===== src/rtl/vga_text_pkg.sv =====
// rtl/vga_text_pkg.sv - shared constants, state enum and address helpers for the text console
package vga_text_pkg;

    localparam int COLS  = 70;
    localparam int ROWS  = 30;
    localparam int AW    = 12;
    localparam int CELLS = COLS * ROWS;

    localparam logic [7:0] SP = 8'h20;
    localparam logic [7:0] LF = 8'h0A;
    localparam logic [7:0] CR = 8'h0D;
    localparam logic [7:0] BS = 8'h08;

    typedef enum logic [1:0] {
        INIT_CLR,
        IDLE,
        PUT,
        LINE_CLR
    } state_t;

    // row*70 as row*64 + row*4 + row*2
    function automatic logic [AW-1:0] row_base(input logic [4:0] row);
        logic [AW-1:0] r;
        r = {{(AW-5){1'b0}}, row};
        return (r << 6) + (r << 2) + (r << 1);
    endfunction

    // logical row plus scroll offset, wrapped by a single conditional subtract
    function automatic logic [4:0] phys_row(input logic [4:0] row, input logic [4:0] top);
        logic [5:0] s;
        s = {1'b0, row} + {1'b0, top};
        if (s >= 6'(ROWS)) begin
            s = s - 6'(ROWS);
        end
        return s[4:0];
    endfunction

endpackage


===== src/rtl/vga_text_console_vram_arb.sv =====
// rtl/vga_text_console_vram_arb.sv - VRAM port mux (display first) and display read return
module vram_arb
    import vga_text_pkg::*;
(
    input  logic          pclk,
    input  logic          reset,
    input  logic          disp_req,
    input  logic [AW-1:0] disp_addr,
    input  logic          wr_req,
    input  logic [AW-1:0] wr_addr,
    input  logic [7:0]    wr_data,
    output logic          wr_grant,
    output logic          vram_en,
    output logic          vram_we,
    output logic [AW-1:0] vram_addr,
    output logic [7:0]    vram_wdata,
    input  logic [7:0]    vram_rdata,
    output logic          disp_valid,
    output logic [7:0]    disp_char
);

    logic [7:0] char_hold;

    assign wr_grant   = wr_req & ~disp_req;
    assign vram_en    = disp_req | wr_req;
    assign vram_we    = wr_grant;
    assign vram_addr  = disp_req ? disp_addr : wr_addr;
    assign vram_wdata = wr_data;

    // Read data arrives the cycle after the request: pass it through while valid, hold it afterwards
    assign disp_char = disp_valid ? vram_rdata : char_hold;

    // Delay the display request by one cycle and capture the returned character
    always_ff @(posedge pclk) begin
        if (reset) begin
            disp_valid <= 1'b0;
            char_hold  <= 8'h00;
        end else begin
            disp_valid <= disp_req;
            if (disp_valid) begin
                char_hold <= vram_rdata;
            end
        end
    end

endmodule


===== src/rtl/vga_text_console.sv =====
// rtl/vga_text_console.sv - character console: cursor, control codes, wrap and hardware scroll
module vga_text_console
    import vga_text_pkg::*;
(
    input  logic          pclk,
    input  logic          reset,
    input  logic          in_valid,
    input  logic [7:0]    in_char,
    output logic          in_ready,
    input  logic          disp_req,
    input  logic [6:0]    disp_x,
    input  logic [4:0]    disp_y,
    output logic          disp_valid,
    output logic [7:0]    disp_char,
    output logic          vram_en,
    output logic          vram_we,
    output logic [AW-1:0] vram_addr,
    output logic [7:0]    vram_wdata,
    input  logic [7:0]    vram_rdata,
    output logic [6:0]    cursor_x,
    output logic [4:0]    cursor_y
);

    state_t        state;
    logic [AW-1:0] clr_cnt;
    logic [7:0]    char_q;
    logic [6:0]    cx;
    logic [4:0]    cy;
    logic [4:0]    top;

    logic          wr_req;
    logic          wr_grant;
    logic [AW-1:0] wr_addr;
    logic [7:0]    wr_data;
    logic [AW-1:0] disp_addr;
    logic [AW-1:0] cur_row_base;
    logic          is_print;
    logic          bs_write;
    logic          newline;
    logic          scroll;
    logic          put_done;

    assign in_ready = (state == IDLE);
    assign cursor_x = cx;
    assign cursor_y = cy;

    // In LINE_CLR the cursor sits on the last logical row, which maps to the old top row
    assign cur_row_base = row_base(phys_row(cy, top));
    assign disp_addr    = row_base(phys_row(disp_y, top)) + {{(AW-7){1'b0}}, disp_x};

    assign is_print = (char_q >= 8'h20) && (char_q <= 8'h7E);
    assign bs_write = (char_q == BS) && (cx != 7'd0);
    assign newline  = (is_print && (cx == 7'(COLS-1))) || (char_q == LF);
    assign scroll   = newline && (cy == 5'(ROWS-1));
    assign put_done = (is_print || bs_write) ? wr_grant : 1'b1;

    // Write request, address and data for the current state
    always_comb begin
        wr_req  = 1'b0;
        wr_addr = '0;
        wr_data = SP;
        case (state)
            INIT_CLR: begin
                wr_req  = 1'b1;
                wr_addr = clr_cnt;
            end
            LINE_CLR: begin
                wr_req  = 1'b1;
                wr_addr = cur_row_base + clr_cnt;
            end
            PUT: begin
                if (is_print) begin
                    wr_req  = 1'b1;
                    wr_addr = cur_row_base + {{(AW-7){1'b0}}, cx};
                    wr_data = char_q;
                end else if (bs_write) begin
                    wr_req  = 1'b1;
                    wr_addr = cur_row_base + {{(AW-7){1'b0}}, cx - 7'd1};
                end
            end
            default: ;
        endcase
    end

    // Console sequencer: clears, byte handling, cursor and scroll offset
    always_ff @(posedge pclk) begin
        if (reset) begin
            state   <= INIT_CLR;
            clr_cnt <= '0;
            char_q  <= 8'h00;
            cx      <= 7'd0;
            cy      <= 5'd0;
            top     <= 5'd0;
        end else begin
            case (state)
                INIT_CLR: begin
                    if (wr_grant) begin
                        if (clr_cnt == AW'(CELLS-1)) begin
                            clr_cnt <= '0;
                            state   <= IDLE;
                        end else begin
                            clr_cnt <= clr_cnt + 1'b1;
                        end
                    end
                end
                IDLE: begin
                    if (in_valid) begin
                        char_q <= in_char;
                        state  <= PUT;
                    end
                end
                PUT: begin
                    if (put_done) begin
                        if (newline) begin
                            cx <= 7'd0;
                            if (scroll) begin
                                top   <= (top == 5'(ROWS-1)) ? 5'd0 : top + 5'd1;
                                state <= LINE_CLR;
                            end else begin
                                cy    <= cy + 5'd1;
                                state <= IDLE;
                            end
                        end else begin
                            if (is_print) begin
                                cx <= cx + 7'd1;
                            end else if (bs_write) begin
                                cx <= cx - 7'd1;
                            end else if (char_q == CR) begin
                                cx <= 7'd0;
                            end
                            state <= IDLE;
                        end
                    end
                end
                LINE_CLR: begin
                    if (wr_grant) begin
                        if (clr_cnt == AW'(COLS-1)) begin
                            clr_cnt <= '0;
                            state   <= IDLE;
                        end else begin
                            clr_cnt <= clr_cnt + 1'b1;
                        end
                    end
                end
                default: state <= INIT_CLR;
            endcase
        end
    end

    vram_arb u_arb (
        .pclk       (pclk),
        .reset      (reset),
        .disp_req   (disp_req),
        .disp_addr  (disp_addr),
        .wr_req     (wr_req),
        .wr_addr    (wr_addr),
        .wr_data    (wr_data),
        .wr_grant   (wr_grant),
        .vram_en    (vram_en),
        .vram_we    (vram_we),
        .vram_addr  (vram_addr),
        .vram_wdata (vram_wdata),
        .vram_rdata (vram_rdata),
        .disp_valid (disp_valid),
        .disp_char  (disp_char)
    );

endmodule


===== config.mk =====
export PLATFORM = sky130hd
export DESIGN_NAME = vga_text_console
export DESIGN_NICKNAME = d
export VERILOG_FILES = /design/src/rtl/vga_text_pkg.sv /design/src/rtl/vga_text_console_vram_arb.sv /design/src/rtl/vga_text_console.sv
export SDC_FILE = /design/constraint.sdc
export NUM_CORES = 1
export LEC_CHECK = 0
export BUFFER_PORTS_ARGS = -buffer_cell sky130_fd_sc_hd__buf_2
export CORE_AREA = 4 4 106 108
export CTS_BUF_LIST = sky130_fd_sc_hd__clkbuf_2
export DETAILED_ROUTE_END_ITERATION = 12
export DIE_AREA = 0 0 110 112
export PLACE_DENSITY = 0.79
export SLEW_MARGIN = 15
export SYNTH_ARGS = -nofsm -noshare
export SYNTH_HDL_FRONTEND = slang
export SYNTH_SLANG_ARGS = --single-unit

===== constraint.sdc =====
create_clock -name pclk -period 5.9 [get_ports pclk]
set_input_delay 0.59 -clock pclk [delete_from_list [all_inputs] [get_ports pclk]]
set_output_delay 0.59 -clock pclk [all_outputs]
set_load 0.005 [all_outputs]

Yosys cells after proc, flatten, opt, wreduce, memory -nomap -nowiden
Index checks and enable logic that the tools add are counted.

$add $sub $neg: 17. $mul: 0. Div/mod/pow operators: 0. $lt $le $gt $ge: 4. Equality and inequality tests: 17. Shift operators: 0. Mux-type cells: 32. Bitwise logic cells: 4. Reduce and logical (&&, ||, !) cells: 17.

Operator list (number): 12-bit two-way mux (7); 12-bit by 7-bit adder with 12-bit output (3); 12-bit one-hot mux with 3 select lines (1); 7-bit two-way mux (4); 11-bit by 7-bit adder with 12-bit output (2); 12-bit by 6-bit adder with 12-bit output (2); 8-bit by 4-bit equality test with 1-bit output (second input constant) (3); 8-bit two-way mux (3); 12-bit one-hot mux with 2 select lines (1); 2-bit two-way mux (8); 5-bit two-way mux (3); 12-bit by 1-bit adder with 12-bit output (second input constant) (1); 12-bit adder (1); 5-bit by 5-bit adder with 6-bit output (2); 12-bit equality test (second input constant) (1); 12-bit by 7-bit equality test with 1-bit output (second input constant) (1); 6-bit by 5-bit greater-or-equal comparator with 1-bit output (second input constant) (2); 2-bit != test (second input constant) (6); 5-bit by 1-bit adder with 5-bit output (second input constant) (2); 5-bit equality test (second input constant) (2); 5-bit subtractor (second input constant) (2); 8-bit by 6-bit greater-or-equal comparator with 1-bit output (second input constant) (1); 8-bit by 7-bit less-or-equal comparator with 1-bit output (second input constant) (1); 2-bit one-hot mux with 4 select lines (1); other kinds (21) (31).

Register bits after elaboration: 48. Latch bits: 0. RAM bits: 0. Memory bits (read-only): 0. Input bits: 32. Output and inout port bits: 44. Word-level logic and storage cells: 99. Memories: 0.

Longest topological paths before layout
Gate-level depths: netlist (run 1).

Word-level depth: 10. Gate-level depth with buffers: 24. Mapped depth without buffers: 24.

Cells and area by module
From an unflattened synthesis (run 1), not the netlist that was laid out.

Cells, all modules: 740. Area total of the unflattened synthesis: 5680.4 um^2.

Modules (own cells, without submodules): vga_text_console (instances 1, cells an instance 688, area an instance 5081.1 um^2, seq. area each 780.7 um^2); vram_arb (instances 1, cells an instance 52, area an instance 599.3 um^2, seq. area each 180.2 um^2).

Least setup slack after synthesis (run 1)
Ideal clock, no wire load.

Path type: register to output. Start point: register top[0]. End point: output port vram_addr[10]. Arrival time: 5.308 ns. Required time: 5.310 ns. Slack: 0.002 ns. Cell stages (with the launch flop): 24. Path buffers: 0. Cells stage by stage: dfxtp_1 > ha_1 > fa_1 > xor2_2 > nand2_2 > nor3_4 > and2_2 > nor2_1 > ha_1 > maj3_1 > o21ai_1 > a21boi_0 > a311oi_4 > xnor2_1 > ha_1 > o21a_1 > o31ai_1 > a22oi_1 > nand3_1 > a2111oi_4 > nor3_2 > or4_1 > nand3_1 > a31oi_1.

Cells in the longest elaborated chain, start to end: 10. Elaborated cells on any way between the ends: 20. Those cells by class: add/sub (12); order compare (2); mux (6).

RTL lines: start: declaration (line vga_text_console.sv:29) `logic [4:0] top;`; start signal: assignment (line vga_text_console.sv:117) `top <= (top == 5'(ROWS-1)) ? 5'd0 : top + 5'd1;`; 5-bit by 5-bit adder with 6-bit output (line vga_text_pkg.sv:31) `s = {1'b0, row} + {1'b0, top};`; 5-bit subtractor or 6-bit by 5-bit greater-or-equal comparator with 1-bit output (tied branches) (line vga_text_pkg.sv:33, vga_text_pkg.sv:32); 5-bit two-way mux (line vga_text_pkg.sv:32) `if (s >= 6'(ROWS)) begin`; 11-bit by 7-bit adder with 12-bit output (line vga_text_pkg.sv:25) `return (r << 6) + (r << 2) + (r << 1);`; 12-bit by 6-bit adder with 12-bit output (line vga_text_pkg.sv:25); 12-bit by 7-bit adder with 12-bit output (line vga_text_console.sv:78) `wr_addr = cur_row_base + {{(AW-7){1'b0}}, cx - 7'd1};`; 12-bit two-way mux (line vga_text_console.sv:76) `end else if (bs_write) begin`; 12-bit two-way mux (line vga_text_console.sv:72) `if (is_print) begin`; 12-bit one-hot mux with 3 select lines (line vga_text_console.sv:62) `case (state)`; 12-bit two-way mux * (line vga_text_console_vram_arb.sv:27) `assign vram_addr = disp_req ? disp_addr : wr_addr;`; end: declaration (line vga_text_console.sv:17) `output logic [AW-1:0] vram_addr,`.

Every way passes the cells marked *; elsewhere a longest branch is shown, timed or not.

Worst setup path in the final report (run 1)
Same ends and word-level chain as after synthesis.

==> metrics.txt, run 1 <==
Main synth FF type dfxtp_1; latest clock arrival within the worst-skew pair approximately 0.43 ns; routed len/inst 17.7 um; nets@finish 916; Hold Path Origin in_char[3]; drt pass-1 iters 6; CTS max path bufs 2; final wirelength 16800 um; critical path peak fanout 4; number of synthesized flops with an enable pin 0; asr flop ratio synth 0%; most frequent cells after synthesis 60 x ha_1, 53 x nor2_1, 51 x nand2_1; R2R cell count 12; fin crit share 106%; drt drc 0; number of diodes 0; slew at the pin closest to its max-slew limit 0.946 ns; Port Buffers 74; Final Instance Count excl. Fillers 950; FF-to-FF Start cursor_x[0]; Slew Limit Fails 0; hold path cells 3; Tightest Hold Check Type in -> reg; core area around 10000 sq um; Setup violations, final 5; area leader, netlist dfxtp_1; post-synthesis instance area 5560 sq um; synth warn 0; Clk Tree Root Cell clkbuf_2; Reg2Reg Setup Slack 2.31 ns; vias 5839; syn avg cell area 7.95 sq um; crit path time final 6.26 ns; number of global-route vias before repair about 5700; share of the synthesized area in the top cell type 17.3%; clock edge transition at the registers on the reported setup and hold paths 0.23 ns; flops & latches, synth 48; Fin Hold WS 0.367 ns; first-pass GRT wire length 26700 um; most common cell in the netlist ha_1; starting density of the core 54.3%; startpoint types register; Area contributors post-synth dfxtp_1 17%, ha_1 14%, xnor2_1 4.9%; routability congestion estimate approximately 0.91; Placed Area 6290 sq um; RSZ-0062 raised after global routing true; placed insts 923; Pwr Total 0.000636 W; Post-Layout Inst Area 6830 sq um; FP Rows 37; required time worst endpoint 5.31 ns; maximum achievable frequency 0.160 GHz; largest net degree at the start of global routing 34; CTS tree done; layout cells sized above 1 28.7%; synthesized net count 802; total gr overflow 0; reg2reg end top[1]; die area between 10000 and 15000 sq um; antenna viol nets, final 0; status complete, but fails checks; type of element capturing the critical path primary output; gr usage total a little over a quarter; sequential-to-total area share from yosys stat 17.3%; Yosys cell types 87; Synth Instances 699; dpl hpwl 12200 um; failing checks negative setup slack; Die Height 112 um; io pins 76; Iter 0 DRT Violations 440; final hold violations 0; PD cells 93.1 nW/um^2; Worst Hold End char_q[3]; CTS buffer count 5; antenna violations before repair 0; maxcap violations 0; worst relative slew slack 36.9%; Leakage 3.11 nW; Max VDD drop 102 uV; Worst Path Arrival 5.67 ns; number of clock sinks 48; Setup Skew 0.00495 ns; Layout area overhead 22.9%; pre-CTS setup slack -0.105 ns; Die Width 110 um; vias per cell about 6; final worst setup slack -0.360 ns; Setup CP Type reg -> out; H-tree Lvls 2
==> per-layer routing <==
metal  GRT usage [%]  wire length [um]
met2            44.1              8210
met5               0                 0
met3            3.30              1120
met1            33.7              6840
met4            9.81               646
==> power breakdown <==
| group | total (W) | leakage [nW] | switching, W | internal [W] |
|---|---|---|---|---|
| Combinational | 0.000167 | 2.69 | 0.0000902 | 0.0000771 |
| Sequential | 0.000335 | 0.390 | 0.00000525 | 0.000330 |
| Clock | 0.000134 | 0.0302 | 0.000107 | 0.0000266 |
| Total | 0.000636 | 3.11 | 0.000202 | 0.000433 |
==> stage by stage <==
| stage | utilization [%] | TNS, ns |
|---|---|---|
| finish | 66.8 | -0.901 |
| global route | 66.8 | -2.08 |
| CTS | 64.8 | -0.450 |
| detailed placement | 61.5 | -0.142 |
| global placement | 61.5 | 0 |
| floorplan | - | 0 |
==> area by class of cell <==
cell class / instances / area [sq um]
Multi-Input combinational cell: 574 / 4620
Timing Repair Buffer: 134 / 845
Inverter: 50 / 188
Clock buffer: 5 / 25.0
Fill cell: 827 / 3400
Clock inverter: 3 / 13.8
Tap cell: 136 / 170
Sequential cell: 48 / 965
==> critical path: stages (launching register included) <==
cell	delay (ns)
dfxtp_2	0.39
ha_4	0.17
fa_2	0.40
xor2_4	0.19
buf_12	0.14
ha_4	0.29
inv_1	0.06
a221o_2	0.38
inv_2	0.10
ha_4	0.15
and2_4	0.13
nand4_1	0.11
o2111a_1	0.31
a21oi_2	0.18
xor2_2	0.12
ha_1	0.34
o21a_1	0.18
o31ai_4	0.09
a22oi_2	0.19
buf_4	0.15
o211ai_1	0.13
o221ai_2	0.21
nor3_2	0.08
or4_1	0.40
nand3_1	0.09
a31oi_1	0.10
buf_2	0.14
==> cell usage in the layout (no fill, tap or decap), drive strengths merged, types with 4 or more instances in the layout <==
cell type  netlist  final
and2             4      4
a21o            22     22
a22oi            5      5
a22o             4      4
or3              4      4
a222oi           6      6
mux2             8      8
nand2b           5      5
xor2            28     28
nor4             4      4
nand2           54     54
xnor2           31     31
nand4           17     17
fa              11     11
nor2            55     55
o221ai           4      4
nor3            18     18
o31ai            5      5
and3            14     14
dfxtp           48     48
a221oi           4      4
nor2b           15     15
nand3           25     25
o21bai           5      5
o22ai            6      6
buf              5    134
nor3b            5      5
ha              60     60
o21ai           40     40
a21oi           46     46
a211oi          14     14
inv             50     50
a31oi            7      7
clkbuf          22      5
==> worst max-delay path by stage <==
stage	start	to	slack, ns	cells after the start
6_report	top[0]	vram_addr[10]	-0.36	26
5_1_grt	top[1]	vram_addr[8]	-0.60	25
4_1_cts	top[0]	vram_addr[10]	-0.20	25
3_5_place_dp	top[0]	vram_addr[10]	-0.10	24
3_3_place_gp	top[0]	vram_addr[10]	0.1	24
2_1_floorplan	top[0]	vram_addr[10]	0.002	23
==> cell families after synthesis <==
family | count (synthesis) | share of synthesized area, %
buf+inv | 77 | 5.54
simple gates | 230 | 21.5
xor+xnor | 59 | 9.43
mux | 11 | 2.39
compound gates | 201 | 26.2
other cells | 1 | 0.0675
flops | 48 | 17.3
fa+ha+maj | 72 | 17.6
==> flip-flops by register name (all words and copies together) (netlist names) <==
name	count
char_q	8
clr_cnt	12
cursor_x	7
cursor_y	5
state	2
top	5
u_arb.char_hold	8
u_arb.disp_valid	1
==> repair_timing <==
action | in CTS | in global routing
pin swaps | 31 | 22
gates resized for setup | 39 | 29
endpoints found under the setup margin | 5 | 6
buffers inserted | 13 | 6
hold buffers | 0 | 0
(Power assumes the default switching activity.)
==> run 2: changes to the inputs <==
--- a/config.mk
+++ b/config.mk
@@ -5,13 +5,16 @@
 export SDC_FILE = /design/constraint.sdc
 export NUM_CORES = 1
 export LEC_CHECK = 0
+export ABC_AREA = 1
 export BUFFER_PORTS_ARGS = -buffer_cell sky130_fd_sc_hd__buf_2
-export CORE_AREA = 4 4 106 108
+export CORE_AREA = 4 4 107 109
 export CTS_BUF_LIST = sky130_fd_sc_hd__clkbuf_2
 export DETAILED_ROUTE_END_ITERATION = 12
-export DIE_AREA = 0 0 110 112
-export PLACE_DENSITY = 0.79
+export DIE_AREA = 0 0 111 113
+export GPL_ROUTABILITY_DRIVEN = 0
+export PLACE_DENSITY = 0.78
 export SLEW_MARGIN = 15
 export SYNTH_ARGS = -nofsm -noshare
 export SYNTH_HDL_FRONTEND = slang
+export SYNTH_HIERARCHICAL = 1
 export SYNTH_SLANG_ARGS = --single-unit
==> metrics.txt, run 2 <==
routed len/inst 13.8 um (was 17.7 um); type of element capturing the critical path primary output (unchanged); synthesized net count 1006 (was 802); gr usage total 24.0% (was 26.2%); status finished clean (was complete, but fails checks); vias 5916 (was 5839); Placed Area 6060 sq um (was 6290 sq um); P_int 0.000500 W (was 0.000433 W); final hold violations 0 (unchanged); Worst Hold End char_q[2] (was char_q[3]); Max VDD drop 98.9 uV (was 102 uV); antenna violations before repair 0 (unchanged); drt drc 0 (unchanged); number of synthesized flops with an enable pin 0 (unchanged); max reg flops 12 (unchanged); nets@finish 1083 (was 916); synth warn 6 (was 0); slowest stage delay, CP 0.54 ns (was 0.40 ns); largest net degree at the start of global routing 19 (was 34); Port Buffers 74 (unchanged); Critical-path top delay cell fa_2 (unchanged); register share of total power 42.5% (was 52.7%); most common cell in the netlist nand2_1 (was ha_1); die area 12500 sq um (was 12300 sq um); Clk Tree Root Cell clkbuf_2 (unchanged); Layout area overhead 15.4% (was 22.9%); Setup violations, final 0 (was 5); RSZ-0062 raised after global routing true (unchanged); io pins 76 (unchanged); R2R cell count 25 (was 12); PD cells 132 nW/um^2 (was 93.1 nW/um^2); share of the synthesized area in the top cell type 17.1% (was 17.3%); cell family with most CP delay simple AND/OR/NAND/NOR gates (was compound AO/OA/AOI/OAI gates); Biggest register clr_cnt (unchanged); maximum achievable frequency 0.175 GHz (was 0.160 GHz); antenna viol nets, final 0 (unchanged); most frequent cells in the layout 179 x nand2_1, 163 x inv_1, 92 x nor2_1 (was 74 x buf_2, 56 x buf_4, 53 x ha_1); starting density of the core 53.1% (was 54.3%); number of global-route vias before repair 5409 (was 5677); slew at the pin closest to its max-slew limit 0.709 ns (was 0.946 ns); syn avg cell area 6.23 sq um (was 7.95 sq um); Crit path buffers/inverters 4 (was 5); startpoint types register (unchanged); asr flop ratio synth 0% (unchanged); switch share 41.7% (was 31.8%); Die Height 113 um (was 112 um); Die Width 111 um (was 110 um); Reg2Reg Setup Slack 1.59 ns (was 2.31 ns); Setup CP Type reg -> out (unchanged); fillcell total 988 (was 827); Leakage 3.33 nW (was 3.11 nW); sequential-to-total area share from yosys stat 17.1% (was 17.3%); layout cells sized above 1 20.5% (was 28.7%); Largest regs clr_cnt (12), char_q (8), u_arb/char_hold (8) (was clr_cnt (12), char_q (8), u_arb.char_hold (8)); Post-Layout Inst Area 6490 sq um (was 6830 sq um); reg2reg end clr_cnt[10] (was top[1]); H-tree Lvls 2 (unchanged); Worst Path Arrival 5.12 ns (was 5.67 ns); dpl hpwl 12000 um (was 12200 um); worst relative slew slack 52.2% (was 36.9%); Yosys cell types 45 (was 87); CTS buffer count 5 (unchanged); Tightest Hold Check Type in -> reg (unchanged); drt pass-1 iters 6 (unchanged); FF-to-FF Start char_q[6] (was cursor_x[0]); fin util 61.2% (was 66.8%); clock network fraction of total power 16.0% (was 21.0%); maxcap violations 0 (unchanged); switching pwr 0.000358 W (was 0.000202 W); crit path time final 5.71 ns (was 6.26 ns); final wirelength 15500 um (was 16800 um); vias per cell 5.28 (was 6.15); hold path cells 3 (unchanged); required time worst endpoint 5.31 ns (about the same); flops & latches, synth 48 (unchanged); core area 10600 sq um (was 10200 sq um); most frequent cells after synthesis 187 x nand2_1, 169 x inv_1, 93 x nor2_1 (was 60 x ha_1, 53 x nor2_1, 51 x nand2_1); most frequent CP cell nand2_2 (was ha_4); number of clock sinks 48 (unchanged); clock edge transition at the registers on the reported setup and hold paths 0.26 ns (was 0.23 ns); Setup Skew 0.0315 ns (was 0.00495 ns); critical path peak fanout 4 (unchanged); Main synth FF type dfxtp_1 (unchanged); commonest non-fill, non-tap cell in the layout nand2_1 (was buf_2); first-pass GRT wire length 25100 um (was 26700 um); latest clock arrival within the worst-skew pair 0.47 ns (was 0.43 ns); CTS tree done (unchanged); Slew Limit Fails 0 (unchanged); post-synthesis instance area 5630 sq um (was 5560 sq um); area leader, netlist dfxtp_1 (unchanged); number of diodes 0 (unchanged); Area contributors post-synth dfxtp_1 17%, ha_1 13%, nand2_1 12% (was dfxtp_1 17%, ha_1 14%, xnor2_1 4.9%); Iter 0 DRT Violations 429 (was 440); CTS max path bufs 2 (unchanged); FP Rows 38 (was 37); Hold Path Origin in_char[2] (was in_char[3]); Synth Instances 903 (was 699); Pwr Total 0.000858 W (was 0.000636 W); total gr overflow 0 (unchanged); fin crit share 96.7% (was 106%); Comb pwr share 41.5% (was 26.3%)
run 2: changes by cell type after synthesis, sizes merged, moves of 9 or more:
cell	before	now
inv	50	177
nor2	55	102
xnor2	31	8
xor2	28	19
a21oi	46	67
and3	14	2
nand2	54	206
a21o	22	0
nor2b	15	0
clkbuf	22	9
nand3	25	44
o21ai	40	56
run 2: timing repair:
item / in CTS / in global routing
resized for setup: 25 / 46
hold endpoints to repair: 0 / 0
setup buffers: 8 / 7
setup endpoints to repair: 3 / 5
hold buffers: 0 / 0
pin swaps: 23 / 23
run 2: logic make-up (layout without fill, tap and decap cells):
| family | after synthesis | count (layout) | share of synthesized area [%] |
|---|---|---|---|
| AOI/OAI and AO/OA | 157 | 157 | 15.5 |
| xor gates and xnor gates | 27 | 27 | 4.20 |
| adders and majority gates | 71 | 71 | 17.3 |
| buffers and inverters | 200 | 278 | 14.2 |
| DFF | 48 | 48 | 17.1 |
| other | 1 | 1 | 0.0667 |
| and+or+nand+nor | 399 | 399 | 31.7 |
run 2: final cells by class:
class / count / area (sq um) / area share [%]
timing repair buffer: 92 / 505 / 7.79
multi-input combinational: 655 / 4120 / 63.5
inverter: 178 / 668 / 10.3
sequential: 48 / 981 / 15.1
clock inverter: 3 / 13.8 / 0.212
tap: 140 / 175 / 2.70
clock buffer: 5 / 25.0 / 0.386
run 2: tightest hold or removal path: cells and delay by family:
kind,cells,cell delay [ns]
and+or+nand+nor,1,0.08
AOI/OAI and AO/OA,1,0.07
buffers and inverters,1,0.07
run 2: stage by stage:
stage                     TNS (ns)  hold WS (ns)  setup slack [ns]  cells
after floorplan                  0         0.445             0.749    903
after global placement           0         0.463             0.322   1098
after detailed placement         0         0.468             0.188   1098
after CTS                        0         0.345            0.0120   1114
after global routing        -0.259         0.386            -0.185   1121
final                            0         0.349             0.192   1121
run 2: routing by layer:
metal	GRT usage [%]	up-vias	wire length [um]
li1	-	3023	-
met2	41.1	182	7270
met1	30.8	2671	6880
met5	0	-	0
met3	3.80	40	853
met4	8.29	0	519
run 2: power by group through the flow:
stage	registers (W)	logic [W]	clock network [W]
final	0.000365	0.000356	0.000137
after floorplan	0.000366	0.000246	0
after global routing	0.000369	0.000401	0.000156
after global placement	0.000372	0.000346	0
after detailed placement	0.000373	0.000350	0
after CTS	0.000365	0.000352	0.000141
run 2: worst max-delay path by stage:
stage	start	end	slack, ns	depth (start not counted)
finish	top[0]	vram_addr[11]	0.19	35
global route	top[0]	vram_addr[11]	-0.19	37
CTS	top[2]	vram_addr[11]	0.01	31
detailed placement	top[0]	vram_addr[11]	0.19	37
global placement	top[0]	vram_addr[11]	0.32	37
floorplan	top[0]	vram_addr[11]	0.75	36
==> run 3: changes to the inputs <==
--- a/config.mk
+++ b/config.mk
@@ -7,14 +7,13 @@
 export LEC_CHECK = 0
 export ABC_AREA = 1
 export BUFFER_PORTS_ARGS = -buffer_cell sky130_fd_sc_hd__buf_2
-export CORE_AREA = 4 4 107 109
+export CORE_AREA = 4 4 105 107
 export CTS_BUF_LIST = sky130_fd_sc_hd__clkbuf_2
 export DETAILED_ROUTE_END_ITERATION = 12
-export DIE_AREA = 0 0 111 113
+export DIE_AREA = 0 0 109 111
 export GPL_ROUTABILITY_DRIVEN = 0
 export PLACE_DENSITY = 0.78
 export SLEW_MARGIN = 15
 export SYNTH_ARGS = -nofsm -noshare
 export SYNTH_HDL_FRONTEND = slang
-export SYNTH_HIERARCHICAL = 1
 export SYNTH_SLANG_ARGS = --single-unit
==> metrics.txt, run 3 <==
status finished clean (unchanged); PD cells 172 nW/um^2 (was 132 nW/um^2); number of global-route vias before repair 5084 (was 5409); Setup CP Type reg -> out (unchanged); most frequent CP cell nand2_1 (was nand2_2); Synth Area in XOR/XNOR 3.08% (was 4.20%); cell family with most CP delay simple AND/OR/NAND/NOR gates (unchanged); die area 12100 sq um (was 12500 sq um); Layout area overhead 16.0% (was 15.4%); Area contributors post-synth dfxtp_1 18%, ha_1 14%, nand2_1 12% (was dfxtp_1 17%, ha_1 13%, nand2_1 12%); share of the synthesized area in the top cell type 17.8% (was 17.1%); area leader, netlist dfxtp_1 (unchanged); flops & latches, synth 48 (unchanged); Synth Instances 845 (was 903); largest net degree at the start of global routing 21 (was 19); critical path peak fanout 6 (was 4); crit path time final 5.71 ns (about the same); worst relative slew slack 49.5% (was 52.2%); fin crit share 96.8% (was 96.7%); Setup violations, final 0 (unchanged); synth warn 0 (was 6); drt drc 0 (unchanged); Iter 0 DRT Violations 492 (was 429); Main synth FF type dfxtp_1 (unchanged); Slew Limit Fails 0 (unchanged); clock network fraction of total power 16.7% (was 16.0%); clock edge transition at the registers on the reported setup and hold paths 0.26 ns (about the same); Final Instance Count excl. Fillers 1063 (was 1121); most frequent cells after synthesis 177 x nand2_1, 131 x inv_1, 94 x nor2_1 (was 187 x nand2_1, 169 x inv_1, 93 x nor2_1); commonest non-fill, non-tap cell in the layout nand2_1 (unchanged); type of element capturing the critical path primary output (unchanged); routed len/inst 13.5 um (was 13.8 um); Leakage 3.14 nW (was 3.33 nW); Biggest register clr_cnt (unchanged); number of diodes 0 (unchanged); H-tree Lvls 2 (unchanged); layout cells sized above 1 20.3% (was 20.5%); syn avg cell area 6.40 sq um (was 6.23 sq um); number of clock sinks 48 (unchanged); CTS buffer count 5 (unchanged); io pins 76 (unchanged); Largest regs clr_cnt (12), char_q (8), u_arb.char_hold (8) (was clr_cnt (12), char_q (8), u_arb/char_hold (8)); total gr overflow 0 (unchanged); slowest stage delay, CP 0.54 ns (about the same); post-synthesis mux area share 0% (unchanged); first-pass GRT wire length 23600 um (was 25100 um); CTS max path bufs 2 (unchanged); most frequent cells in the layout 171 x nand2_1, 123 x inv_1, 91 x nor2_1 (was 179 x nand2_1, 163 x inv_1, 92 x nor2_1); Synth Area in Compound Gates 16.3% (was 15.5%); Tightest Hold Check Type in -> reg (unchanged); final wirelength 14400 um (was 15500 um); gr usage total 23.7% (was 24.0%); nets@finish 1029 (was 1083); vias 5619 (was 5916); number of synthesized flops with an enable pin 0 (unchanged); post-synthesis instance area 5410 sq um (was 5630 sq um); Post-Synth Adder-Cell Area 18.0% (was 17.3%); final hold violations 0 (unchanged); Die Height 111 um (was 113 um); startpoint types register (unchanged); FP Rows 37 (was 38); asr flop ratio synth 0% (unchanged); synthesized net count 948 (was 1006); simple logic cell fraction of the synthesized area 34.1% (was 31.7%); CTS tree done (unchanged); RSZ-0062 raised after global routing true (unchanged); Setup Skew 0.0297 ns (was 0.0315 ns); antenna violations before repair 0 (unchanged); Worst Path Arrival 5.12 ns (about the same); maximum achievable frequency 0.175 GHz (about the same); Pwr Total 0.00108 W (was 0.000858 W); Port Buffers 74 (unchanged); starting density of the core 53.3% (was 53.1%); Die Width 109 um (was 111 um); latest clock arrival within the worst-skew pair 0.47 ns (about the same); placed insts 1043 (was 1098); Placed Area 5900 sq um (was 6060 sq um); Yosys cell types 53 (was 45); vias per cell 5.29 (was 5.28); switch share 45.4% (was 41.7%); Post-Layout Inst Area 6270 sq um (was 6490 sq um); P_int 0.000587 W (was 0.000500 W); required time worst endpoint 5.31 ns (about the same); main combinational cell family by area after synthesis simple AND/OR/NAND/NOR gates (unchanged); max reg flops 12 (unchanged); switching pwr 0.000489 W (was 0.000358 W); antenna viol nets, final 0 (unchanged); sequential-to-total area share from yosys stat 17.8% (was 17.1%); fillcell total 964 (was 988); core area 10100 sq um (was 10600 sq um); Critical-path top delay cell fa_2 (unchanged); Clk Tree Root Cell clkbuf_2 (unchanged); Fin Hold WS 0.345 ns (was 0.349 ns); drt pass-1 iters 5 (was 6); Max VDD drop 94.5 uV (was 98.9 uV); maxcap violations 0 (unchanged); most common cell in the netlist nand2_1 (unchanged); register share of total power 34.7% (was 42.5%); Comb pwr share 48.6% (was 41.5%); Crit path buffers/inverters 8 (was 4); dpl hpwl 11300 um (was 12000 um); slew at the pin closest to its max-slew limit 0.755 ns (was 0.709 ns)
==> run 3: final timing paths <==
check / start / endpoint / slack (ns) / cells after the start
max reg2reg: char_q[0] / top[4] / 2.49 / 16
max: top[0] / vram_addr[11] / 0.19 / 39
min: in_char[5] / char_q[5] / 0.35 / 3
min reg2reg: u_arb.char_hold[2] / u_arb.char_hold[2] / 0.49 / 2
==> run 3: per-layer routing <==
metal  GRT usage (%)  wire length, um  vias up
met1            32.1             6340     2508
met5               0                0        -
met3            3.15              872       30
li1                -                -     2920
met2            37.5             6770      161
met4            10.1              411        0
==> run 3: worst reg2reg max path: cells and delay by family, from the launching register on <==
kind	cells	cell delay (ns)
simple gates	10	1.81
buf+inv	4	0.79
compound gates	2	0.43
flops	1	0.37
==> run 3: layout make-up <==
| type | instances | area (sq um) | area share [%] |
|---|---|---|---|
| multi-input combinational | 646 | 4070 | 64.8 |
| sequential | 48 | 981 | 15.6 |
| inverter | 138 | 526 | 8.37 |
| timing repair buffer | 87 | 468 | 7.46 |
| tap | 136 | 170 | 2.71 |
| clock inverter | 3 | 37.5 | 0.598 |
| clock buffer | 5 | 25.0 | 0.399 |
==> run 3: cell families (layout without fill, tap and decap cells) <==
logic type / after synthesis / after routing
compound gates: 153 / 153
xor+xnor: 19 / 19
fa+ha+maj: 71 / 71
buf+inv: 151 / 233
flops: 48 / 48
other cells: 1 / 1
simple gates: 402 / 402
==> run 3: power by group through the flow <==
stage | Clock (W) | Sequential (W) | Combinational, W
after global placement | 0 | 0.000382 | 0.000509
after detailed placement | 0 | 0.000382 | 0.000513
final | 0.000180 | 0.000373 | 0.000523
after floorplan | 0 | 0.000373 | 0.000379
after global routing | 0.000197 | 0.000378 | 0.000588
after CTS | 0.000184 | 0.000374 | 0.000516
==> run 3: stage by stage <==
stage / worst slack (ns) / util, % / TNS (ns)
4_1_cts: 0.0362 / 59.4 / 0
3_5_place_dp: 0.343 / 58.2 / 0
5_1_grt: -0.185 / 61.9 / -0.256
3_3_place_gp: 0.493 / 58.2 / 0
6_report: 0.191 / 61.9 / 0
2_1_floorplan: 0.920 / - / 0
==> run 3: what timing repair did <==
item | in CTS | in global routing
pin swaps | 2 | 34
hold buffers | 0 | 0
endpoints found under the setup margin | 2 | 7
setup buffers | 4 | 8
gates resized for setup | 9 | 54
